[src/rtl/xbus_rr_sched.sv]
// Round-robin owner of the shared X data bus: grants one row buffer at a time
// for a kernel_size-beat burst and stamps each beat with its X tag (1..K).
module xbus_rr_sched #(
  parameter int DATA_WIDTH = 16,
  parameter int NUM_COL    = 10,
  parameter int NUM_ROW    = 2
) (
  input  logic                            clk,
  input  logic                            rstn,
  input  logic                            flush,
  input  logic [7:0]                      kernel_size,
  input  logic [NUM_ROW-1:0]              req,
  input  logic [NUM_ROW*DATA_WIDTH-1:0]   req_data,
  output logic [NUM_ROW-1:0]              gnt,
  input  logic                            bus_ready,
  output logic                            bus_valid,
  output logic [DATA_WIDTH-1:0]           bus_data,
  output logic [$clog2(NUM_COL):0]        bus_tag,
  output logic [$clog2(NUM_ROW)-1:0]      owner,
  output logic                            busy,
  output logic                            cfg_err
);

  localparam int TW = $clog2(NUM_COL) + 1;
  localparam int PW = $clog2(NUM_ROW);

  typedef enum logic [1:0] {ST_IDLE, ST_BURST, ST_FLUSH} state_t;

  state_t          state_reg, state_next;
  logic [PW-1:0]   ptr_reg, ptr_next;
  logic [PW-1:0]   owner_reg, owner_next;
  logic [TW-1:0]   beat_cnt_reg, beat_cnt_next;
  logic [TW-1:0]   k_lat_reg, k_lat_next;
  logic            cfg_err_reg, cfg_err_next;

  logic [DATA_WIDTH-1:0] row_data [NUM_ROW];
  logic                  in_burst;
  logic                  accept;
  logic                  k_ok;
  logic                  win_found;
  logic [PW-1:0]         win_idx;
  logic [PW-1:0]         owner_inc;

  genvar gi;
  generate
    for (gi = 0; gi < NUM_ROW; gi++) begin : g_row
      assign row_data[gi] = req_data[gi*DATA_WIDTH +: DATA_WIDTH];
      assign gnt[gi]      = accept && (owner_reg == PW'(gi));
    end
  endgenerate

  // Flush masks the bus in the same cycle so a coinciding beat is never popped.
  assign in_burst  = (state_reg == ST_BURST);
  assign bus_valid = in_burst && req[owner_reg] && !flush;
  assign accept    = bus_valid && bus_ready;
  assign bus_data  = in_burst ? row_data[owner_reg] : '0;
  assign bus_tag   = in_burst ? beat_cnt_reg : '0;
  assign owner     = owner_reg;
  assign busy      = (state_reg != ST_IDLE);
  assign cfg_err   = cfg_err_reg;

  assign k_ok      = (kernel_size != 8'd0) && (kernel_size <= 8'(NUM_COL));
  assign owner_inc = (owner_reg == PW'(NUM_ROW - 1)) ? '0 : owner_reg + 1'b1;

  // First requester at or after ptr, wrapping around.
  always_comb begin
    int cand;
    win_found = 1'b0;
    win_idx   = '0;
    cand      = 0;
    for (int i = 0; i < NUM_ROW; i++) begin
      cand = int'(ptr_reg) + i;
      if (cand >= NUM_ROW) cand = cand - NUM_ROW;
      if (!win_found && req[cand]) begin
        win_found = 1'b1;
        win_idx   = PW'(cand);
      end
    end
  end

  always_comb begin
    state_next    = state_reg;
    ptr_next      = ptr_reg;
    owner_next    = owner_reg;
    beat_cnt_next = beat_cnt_reg;
    k_lat_next    = k_lat_reg;
    cfg_err_next  = cfg_err_reg;
    if (flush) begin
      state_next    = ST_FLUSH;
      beat_cnt_next = '0;
      ptr_next      = '0;
      owner_next    = '0;
    end else begin
      case (state_reg)
        ST_IDLE: begin
          if (win_found) begin
            if (k_ok) begin
              owner_next    = win_idx;
              k_lat_next    = TW'(kernel_size);
              beat_cnt_next = TW'(1);
              state_next    = ST_BURST;
            end else begin
              cfg_err_next = 1'b1;
            end
          end
        end
        ST_BURST: begin
          if (accept) begin
            if (beat_cnt_reg == k_lat_reg) begin
              ptr_next      = owner_inc;
              beat_cnt_next = '0;
              state_next    = ST_IDLE;
            end else begin
              beat_cnt_next = beat_cnt_reg + 1'b1;
            end
          end
        end
        ST_FLUSH: begin
          beat_cnt_next = '0;
          ptr_next      = '0;
          owner_next    = '0;
          state_next    = ST_IDLE;
        end
        default: state_next = ST_IDLE;
      endcase
    end
  end

  always_ff @(posedge clk) begin
    if (!rstn) begin
      state_reg    <= ST_IDLE;
      ptr_reg      <= '0;
      owner_reg    <= '0;
      beat_cnt_reg <= '0;
      k_lat_reg    <= '0;
      cfg_err_reg  <= 1'b0;
    end else begin
      state_reg    <= state_next;
      ptr_reg      <= ptr_next;
      owner_reg    <= owner_next;
      beat_cnt_reg <= beat_cnt_next;
      k_lat_reg    <= k_lat_next;
      cfg_err_reg  <= cfg_err_next;
    end
  end

endmodule

[config.mk]
export PLATFORM = sky130hd
export DESIGN_NAME = xbus_rr_sched
export DESIGN_NICKNAME = d
export VERILOG_FILES = /design/src/rtl/xbus_rr_sched.sv
export SDC_FILE = /design/constraint.sdc
export NUM_CORES = 1
export LEC_CHECK = 0
export ABC_AREA = 1
export CAP_MARGIN = 10
export CELL_PAD_IN_SITES_DETAIL_PLACEMENT = 0
export CELL_PAD_IN_SITES_GLOBAL_PLACEMENT = 1
export CORE_UTILIZATION = 21
export DETAILED_ROUTE_END_ITERATION = 12
export GPL_ROUTABILITY_DRIVEN = 0
export HOLD_SLACK_MARGIN = 0.03
export PLACE_DENSITY = 0.74
export SYNTH_ARGS = -nofsm -noshare
export SYNTH_HDL_FRONTEND = slang
export SYNTH_SLANG_ARGS = --single-unit
[constraint.sdc]
create_clock -name clk -period 1.5 [get_ports clk]
set_input_delay 0.15 -clock clk [delete_from_list [all_inputs] [get_ports clk]]
set_output_delay 0.15 -clock clk [all_outputs]
set_load 0.01 [all_outputs]
==> flow_summary.ini, run 1 <==
[status]
status = finished with violations
violations = negative setup slack

[cts]
h-tree-depth = 1
clock-sinks = 15
cts-buffers-inserted = 3
holdBufCountCts = 0
root_buffer = clkbuf_8
clock_latency_ns = 0.25
cts_tree = done
clkTransAtPathRegs_ns = 0.06
cts_buffer_depth = 2

[global_routing]
globalRouteOverflowTotal = 0
grt_pass1_vias = 1604
grt_usage = 0.138
grt_max_degree = 20
grt_first_pass_wirelength_mm = 6.89
antenna_found_initial = 0

[pwr]
total_power_mw = 1.07
leakage_nw = 1.21
ir_drop_v = 0.000299
power.density_nw_per_um2 = 451

[synthesis]
yosysTopAreaCell = dfxtp_1
netlist_area_um2 = 1220
synth_top_area_frac = 0.245
synth.area.top_cells = dfxtp_1 25%, nor2_1 17%, nand2_1 14%, inv_1 11%, o21ai_0 9.0%
ys_types = 22
synth_edf_count = 0
ys_warn_count = 0
seq_area_frac_synth = 0.245
synth-main-ff-cell = dfxtp_1
synth_common_cells = 56 x nor2_1, 47 x nand2_1, 35 x inv_1
syn-mean-instance-area_um2 = 5.57
async_flop_share = 0
syn_inst = 220
synth_most_common_cell = nor2_1
ys_seq_elements = 15
syn_nets = 271

[finish]
syn2layout_area_growth_pct = 94.0
antenna_cells = 0
fin_nets = 371
final_area_um2 = 2380
drive_gt1_frac = 0.292

[worst_setup_path]
arrival_ns = 1.40
crit_path_start_kind = register
rr_startpoint = state_reg[1]$_SDFFE_PN0P_
cp_max_fo = 8
worstSetupEndpointType = primary output
crit_type = reg -> out
startpoint = state_reg[1]$_SDFFE_PN0P_
cp_data_required_time_ns = 1.35

[floorplan]
fp.dieW_um = 78.4
start_util = 0.220
ios = 73
core_um2 = 5570
rows = 27
die-area_um2 = 6140
die_y_um = 78.4

[sta]
final_max_slew_viol_count = 0
min_period_ns = 1.55
tns_ns = -0.278
fmax_mhz = 643
hold_violations = 0
setup_viol = 8
period_share = 1.04
setup_slack_ns = -0.0541
fin_skew_ns = 0.00141
hold_slack_ns = 0.452
slew_headroom = 0.866
tightest_slew_ns = 0.201
rsz0062_at_grt = yes

[drt]
vias = 1628
vias_per_cell = 4.16
drt_iter0_drc = 25
wl_mm = 3.98
drc_errors = 0
dr.pass1.iters = 4
wire_per_inst_um = 10.2
ant_nets = 0

[run]
drv_cap = 0

[hold_path]
min_from = cfg_err$_SDFFE_PN0P_
hold_path.class = reg -> reg

[place]
port_buffers = 72
dpl_cell_area_um2 = 2220
hpwl_mm = 3.14
layer usage:
metal	track usage	part of all wire	up-vias
li1	-	-	879
met1	0.162	0.44	675
met2	0.247	0.44	70
met3	0.0337	0.11	4
met4	0.0389	0.010	0
met5	0	0	-
layout make-up:
| cell class | instances | area (um2) |
|---|---|---|
| Clock buffer | 3 | 41.3 |
| Inverter | 36 | 135 |
| Tap cell | 72 | 90.1 |
| Fill cell | 600 | 3200 |
| Multi-Input combinational cell | 164 | 946 |
| Clock inverter | 1 | 5.00 |
| Sequential cell | 15 | 304 |
| Timing Repair Buffer | 100 | 855 |
cells by family after synthesis:
kind of cell / share of synthesized area
AO/OA/AOI/OAI: 0.138
adder cells (fa/ha/maj): 0.0511
AND/OR/NAND/NOR: 0.411
flip-flops: 0.245
buffers and inverters: 0.127
XOR/XNOR: 0.0286
path summary, 6_finish.rpt:
check | endpoint | slack [ns] | cells after the start
setup / recovery | bus_data[12] | -0.05 | 8
hold / removal | cfg_err$_SDFFE_PN0P_ | 0.45 | 2
setup reg to reg | beat_cnt_reg[1]$_SDFFE_PP0P_ | 0.03 | 12
hold reg to reg | cfg_err$_SDFFE_PN0P_ | 0.45 | 2
power by group:
group / total (mW) / internal [mW] / switching [mW]
combinational: 0.313 / 0.186 / 0.127
sequential: 0.422 / 0.411 / 0.0100
clock: 0.338 / 0.184 / 0.154
placed cells by master (no fill, tap or decap), types with 2 or more instances in the layout:
master	count
nor2_1	54
clkdlybuf4s50_1	46
nand2_1	43
inv_1	32
buf_2	22
buf_4	20
dfxtp_1	12
o21ai_2	11
o21ai_1	9
a21oi_1	8
nand3_1	6
buf_6	6
inv_2	3
nand3_4	3
nand2_2	3
xor2_1	3
ha_1	3
clkbuf_8	3
dfxtp_2	3
nor2_4	2
a21oi_2	2
nand2_4	2
nand4_1	2
o21ai_0	2
ha_4	2
clkbuf_2	2
timing repair:
action	4_1_cts	5_1_grt
pin swaps	6	13
gates cloned	0	0
setup endpoints to repair	35	35
setup buffers	5	0
resized for setup	134	34
per-stage QoR:
step	utilization	setup slack [ns]	std cells
floorplan	-	0.0335	220
global placement	0.398	-0.206	384
detailed placement	0.398	-0.213	384
CTS	0.411	-0.0605	393
global route	0.426	-0.136	391
finish	0.426	-0.0541	391
worst max-delay path: stages (launching register included):
cell and delay [ns]:
dfxtp_2 0.33, inv_2 0.05, ha_4 0.16, buf_6 0.11
buf_6 0.12, buf_8 0.13, o21ai_1 0.07, nor2_1 0.05
buf_2 0.13
(Power assumes the default switching activity.)
==> inputs of run 2 (changes only) <==
--- a/config.mk
+++ b/config.mk
@@ -9,11 +9,12 @@
 export CAP_MARGIN = 10
 export CELL_PAD_IN_SITES_DETAIL_PLACEMENT = 0
 export CELL_PAD_IN_SITES_GLOBAL_PLACEMENT = 1
-export CORE_UTILIZATION = 21
+export CORE_UTILIZATION = 22
+export CTS_BUF_LIST = sky130_fd_sc_hd__clkbuf_8
 export DETAILED_ROUTE_END_ITERATION = 12
 export GPL_ROUTABILITY_DRIVEN = 0
 export HOLD_SLACK_MARGIN = 0.03
-export PLACE_DENSITY = 0.74
+export PLACE_DENSITY = 0.77
 export SYNTH_ARGS = -nofsm -noshare
 export SYNTH_HDL_FRONTEND = slang
 export SYNTH_SLANG_ARGS = --single-unit
==> flow_summary.ini, run 2 (same netlist as run 1, synthesis figures left out) <==
[finish]
antenna_cells = 0
layout_common_cells = 53 x nor2_1, 47 x clkdlybuf4s50_1, 42 x nand2_1
syn2layout_area_growth_pct = 90.6
drive_gt1_frac = 0.273
fin_util = 0.446
layout_commonest_cell = nor2_1
fin_nets = 367
nFillCells = 557

[sta]
final_max_slew_viol_count = 0
setup_slack_ns = 0.0121
period_share = 0.992
hold_slack_ns = 0.452
setup_viol = 0
hold_violations = 0
fin_skew_ns = 0.00135
rsz0062_at_grt = yes
fmax_mhz = 672
tightest_slew_ns = 0.239
slew_headroom = 0.840
tns_ns = 0
min_period_ns = 1.49

[cts]
cts_tree = done
clock_latency_ns = 0.25
cts-buffers-inserted = 3
clkTransAtPathRegs_ns = 0.07
holdBufCountCts = 0
h-tree-depth = 1
root_buffer = clkbuf_8
cts_buffer_depth = 2
clock-sinks = 15

[worst_setup_path]
worstSetupEndpointType = primary output
crit_type = reg -> out
slowest_delay_ns = 0.32
arrival_ns = 1.34
cp_max_fo = 6
cp.buffers_inverters = 4
cp_data_required_time_ns = 1.35
path_cells = inv_2, ha_4, buf_6, clkbuf_16, o21ai_0, nor2_1, buf_2
cp_slowest_cell = dfxtp_2
crit_path_start_kind = register
critPathTopFamily = buffers and inverters

[drt]
drc_errors = 0
ant_nets = 0
vias = 1605
wl_mm = 4.15
vias_per_cell = 4.17
drt_iter0_drc = 24
wire_per_inst_um = 10.8
dr.pass1.iters = 4

[place]
port_buffers = 72
dp_slack_ns = -0.224
hpwl_mm = 3.12

[pwr]
power.share.clock = 0.322
power_frac_seq = 0.397
combPwrFrac = 0.282
power.density_nw_per_um2 = 457
p_int_mw = 0.775
ir_drop_v = 0.000478
p_sw_frac = 0.273
switchingPower_mw = 0.292
leakage_nw = 1.16
total_power_mw = 1.07

[floorplan]
die-area_um2 = 5870
ios = 73
rows = 26
fp.dieW_um = 76.6
core_um2 = 5240
start_util = 0.234
die_y_um = 76.6

[hold_path]
hold_path.class = reg -> reg

[global_routing]
grt_usage = 0.146
grt_max_degree = 16
antenna_found_initial = 0
grt_first_pass_wirelength_mm = 6.96
grt_pass1_vias = 1514
globalRouteOverflowTotal = 0

[status]
status = complete, no violations

[run]
drv_cap = 0
## run 2: metal layers
layer,share of wire,global-route usage,up-vias
li1,-,-,866
met1,0.49,0.186,674
met2,0.44,0.247,63
met3,0.060,0.0299,2
met4,0.0055,0.0385,0
met5,0,0,-
## run 2: stage by stage
step | std cells | area, um2
after floorplan | 220 | 1230
after global placement | 377 | 2190
after detailed placement | 377 | 2190
after global routing | 385 | 2330
after CTS | 384 | 2220
final | 385 | 2330
## run 2: area by class of cell
class,instances,area [um2],area share
clock buffers,3,41.3,0.0177
clock inverters,1,5.00,0.00214
inverters,36,135,0.0579
multi-input cells,164,908,0.389
flip-flops and latches,15,305,0.131
well taps,70,87.6,0.0375
repair buffers,96,852,0.365
## run 2: final timing paths
| check | startpoint | end | slack (ns) | cells past startpoint |
|---|---|---|---|---|
| max reg2reg | state_reg[1]$_SDFFE_PN0P_ | beat_cnt_reg[1]$_SDFFE_PP0P_ | 0.01 | 11 |
| max | state_reg[1]$_SDFFE_PN0P_ | bus_data[13] | 0.01 | 7 |
| min | cfg_err$_SDFFE_PN0P_ | cfg_err$_SDFFE_PN0P_ | 0.45 | 2 |
| min reg2reg | cfg_err$_SDFFE_PN0P_ | cfg_err$_SDFFE_PN0P_ | 0.45 | 2 |
## run 2: power by group through the flow
| stage | clock [mW] | combinational, mW | sequential, mW |
|---|---|---|---|
| 2_1_floorplan | 0 | 0.0962 | 0.430 |
| 3_3_place_gp | 0 | 0.276 | 0.431 |
| 3_5_place_dp | 0 | 0.276 | 0.431 |
| 4_1_cts | 0.349 | 0.283 | 0.423 |
| 5_1_grt | 0.368 | 0.333 | 0.424 |
| 6_report | 0.343 | 0.301 | 0.423 |
## run 2: tightest hold or removal path: stages (launching register included)
cell	delay, ns
dfxtp_1	0.31
inv_1	0.05
a21oi_1	0.05
## run 2: what timing repair did
action / 4_1_cts / 5_1_grt
setup buffers: 2 / 1
resized for setup: 110 / 40
cloned: 1 / 1
pin swaps: 6 / 15
setup endpoints to repair: 33 / 37
==> patch, RTL diff (flow settings as in run 2) <==
Set the parameter `NUM_ROW` to 4 (it was 2).
--- a/src/rtl/xbus_rr_sched.sv
+++ b/src/rtl/xbus_rr_sched.sv
@@ -5,3 +5,3 @@
   parameter int NUM_COL    = 10,
-  parameter int NUM_ROW    = 2
+  parameter int NUM_ROW    = 4
 ) (
Ports: changed (resized gnt, owner, req and req_data); port bits go from 73 to 110. No check against the original RTL was run, so the function may have changed too.
==> patch against run 2 <==
The run now ends with setup timing left; count of clock-buffer cells in the layout did not move; area after synthesis up 59%; cell count increased by 60%; sequential share of layout area shrank 4.1 points; sequential power rose by 15%; clock skew about the same; utilization increased by 2.7 points; global-route usage up 0.54 points; setup slack worse by 140 ps; sequential cell count increased by 2; design area increased by 70%; total power grew 66%; wire length is 81% higher; critical endpoint is now beat_cnt_reg[2]$_SDFFE_PP0P_; largest cell class unchanged.
==> patch: results (changes against run 2) <==
Final layout
  • Sequential standard cell area: 355 sq um (+16%)
  • Layout buffering overhead excluding clock cells: 0.398 (+0.0332)
  • Inverters: 42 (+17%)
  • Footprint of the multi-input gates: 0.00169 sq mm (+86%)
  • Layout cells sized above 1: 0.346 (+0.0734)
  • Number of fill cells in the layout: 860 (+54%)
  • Multi-input logic cell count: 283 (+73%)
  • Final net count: 601 (+64%)
  • Non-filler instance count after layout: 616 (+60%)
  • Buffer count excluding the clock tree in the final layout: 165 (+72%)
  • Seq/total area: 0.0897 (-0.0411)
  • Fraction of area in clock buffers and inverters: 0.0114 (-0.00846)

Outcome
  • Outcome: finished with violations
  • Failing checks: setup timing

Clock network
  • Buffers from clock root to sink, at most: 2 (unchanged)
  • # Post-CTS Setup Buffers: 3 (+1)
  • Number of gates resized after CTS: 159 (+45%)

Detailed routing
  • Number of vias in the routed layout: 2725 (+70%)
  • WL per Instance: 12.2 um (+13%)
  • Iteration-0 DRC count of the detailed router: 78 (+230%)
  • Met1 wire length: 3320 um (+63%)
  • Met3 Routed Length: 557 um (+120%)

Power and ir drop
  • Static power due to leakage: 1.77 nW (+53%)
  • Maximum vdd drop: 286 uV (-40%)

Floorplanning
  • # Taps: 105 (+50%)

STA
  • Endpoints failing setup: 24 (+24)
  • Setup TNS: -1440 ps (-1440 ps)
  • Post-layout worst setup margin: -125 ps (-137 ps)
  • Slew at the pin with the worst max-slew slack: 250 ps (+10.5 ps)

Placed design
  • Number of input and output port buffers inserted: 109 (+51%)
  • Placement-stage worst setup slack: -351 ps (-127 ps)
  • Placed cell area: 0.00348 sq mm (+59%)

Critical path
  • Critical Path Max Stage Delay: 400 ps (+80 ps)
  • R2R depth: 9 (-2)
  • Crit path arrival time: 1810 ps (+470 ps)

Synthesis
  • Net count after synthesis: 443 (+63%)
  • Xor/xnor cell area share of the yosys netlist: 0.0135 (-0.0151)
  • Adder and majority cell fraction of the synthesized area: 0.0580 (+0.00692)
  • Post-synthesis instance total: 354 (+61%)
  • Flops & latches, synth: 17 (+2)
  • Commonest cells in the netlist: nor2_1 (89), nand2_1 (70), inv_1 (37), o21ai_0 (37), a21oi_1 (32)
  • Count of unique library cells instantiated by Yosys: 33 (+50%)
  • Sequential element share of the synthesized area: 0.175 (-0.0699)
  • Main flop type after synthesis: dfxtp_1
  • Fraction of the mapped netlist area in compound gates: 0.204 (+0.0657)
  • Ranking of synthesized cells by area: dfxtp_1 (18%), nor2_1 (17%), nand2_1 (14%)

Global routing
  • Global-route wire length before repair: 11200 um (+60%)
  • Tot GR Track Use: 0.151 (+0.00539)
  • Vias in the first global route: 2417 (+60%)
  • Largest net degree at the start of global routing: 19 (+3)
  • Met3 usage in global routing: 0.0332 (+0.00324)
  • Met2 Track Usage GR: 0.274 (+0.0276)
  • Grt met1 use: 0.185 (-0.000408)
## patch: cell types whose count changed in the layout (fill, tap and decap cells not counted), sizes merged, moves of 3 or more
cell,before,now
ha,5,9
o21ai,22,41
clkdlybuf4s15,1,6
inv,35,42
nor2,57,92
nand2,49,71
clkdlybuf4s50,47,79
a21oi,11,33
buf,47,76
dlymetal6s2s,0,3
nand3,10,22
## patch: path summary, 6_finish.rpt
path	startpoint	end	slack, ps
max	owner[0]$_SDFFE_PP0P_	beat_cnt_reg[2]$_SDFFE_PP0P_	-120
min	k_lat_reg[4]$_SDFFE_PN0P_	k_lat_reg[4]$_SDFFE_PN0P_	460
max reg2reg	owner[0]$_SDFFE_PP0P_	beat_cnt_reg[2]$_SDFFE_PP0P_	-120
min reg2reg	k_lat_reg[4]$_SDFFE_PN0P_	k_lat_reg[4]$_SDFFE_PN0P_	460
## patch: power breakdown
group / switching, W / internal (W)
logic: 0.000438 / 0.000503
clock network: 0.000158 / 0.000182
registers: 0.0000218 / 0.000467
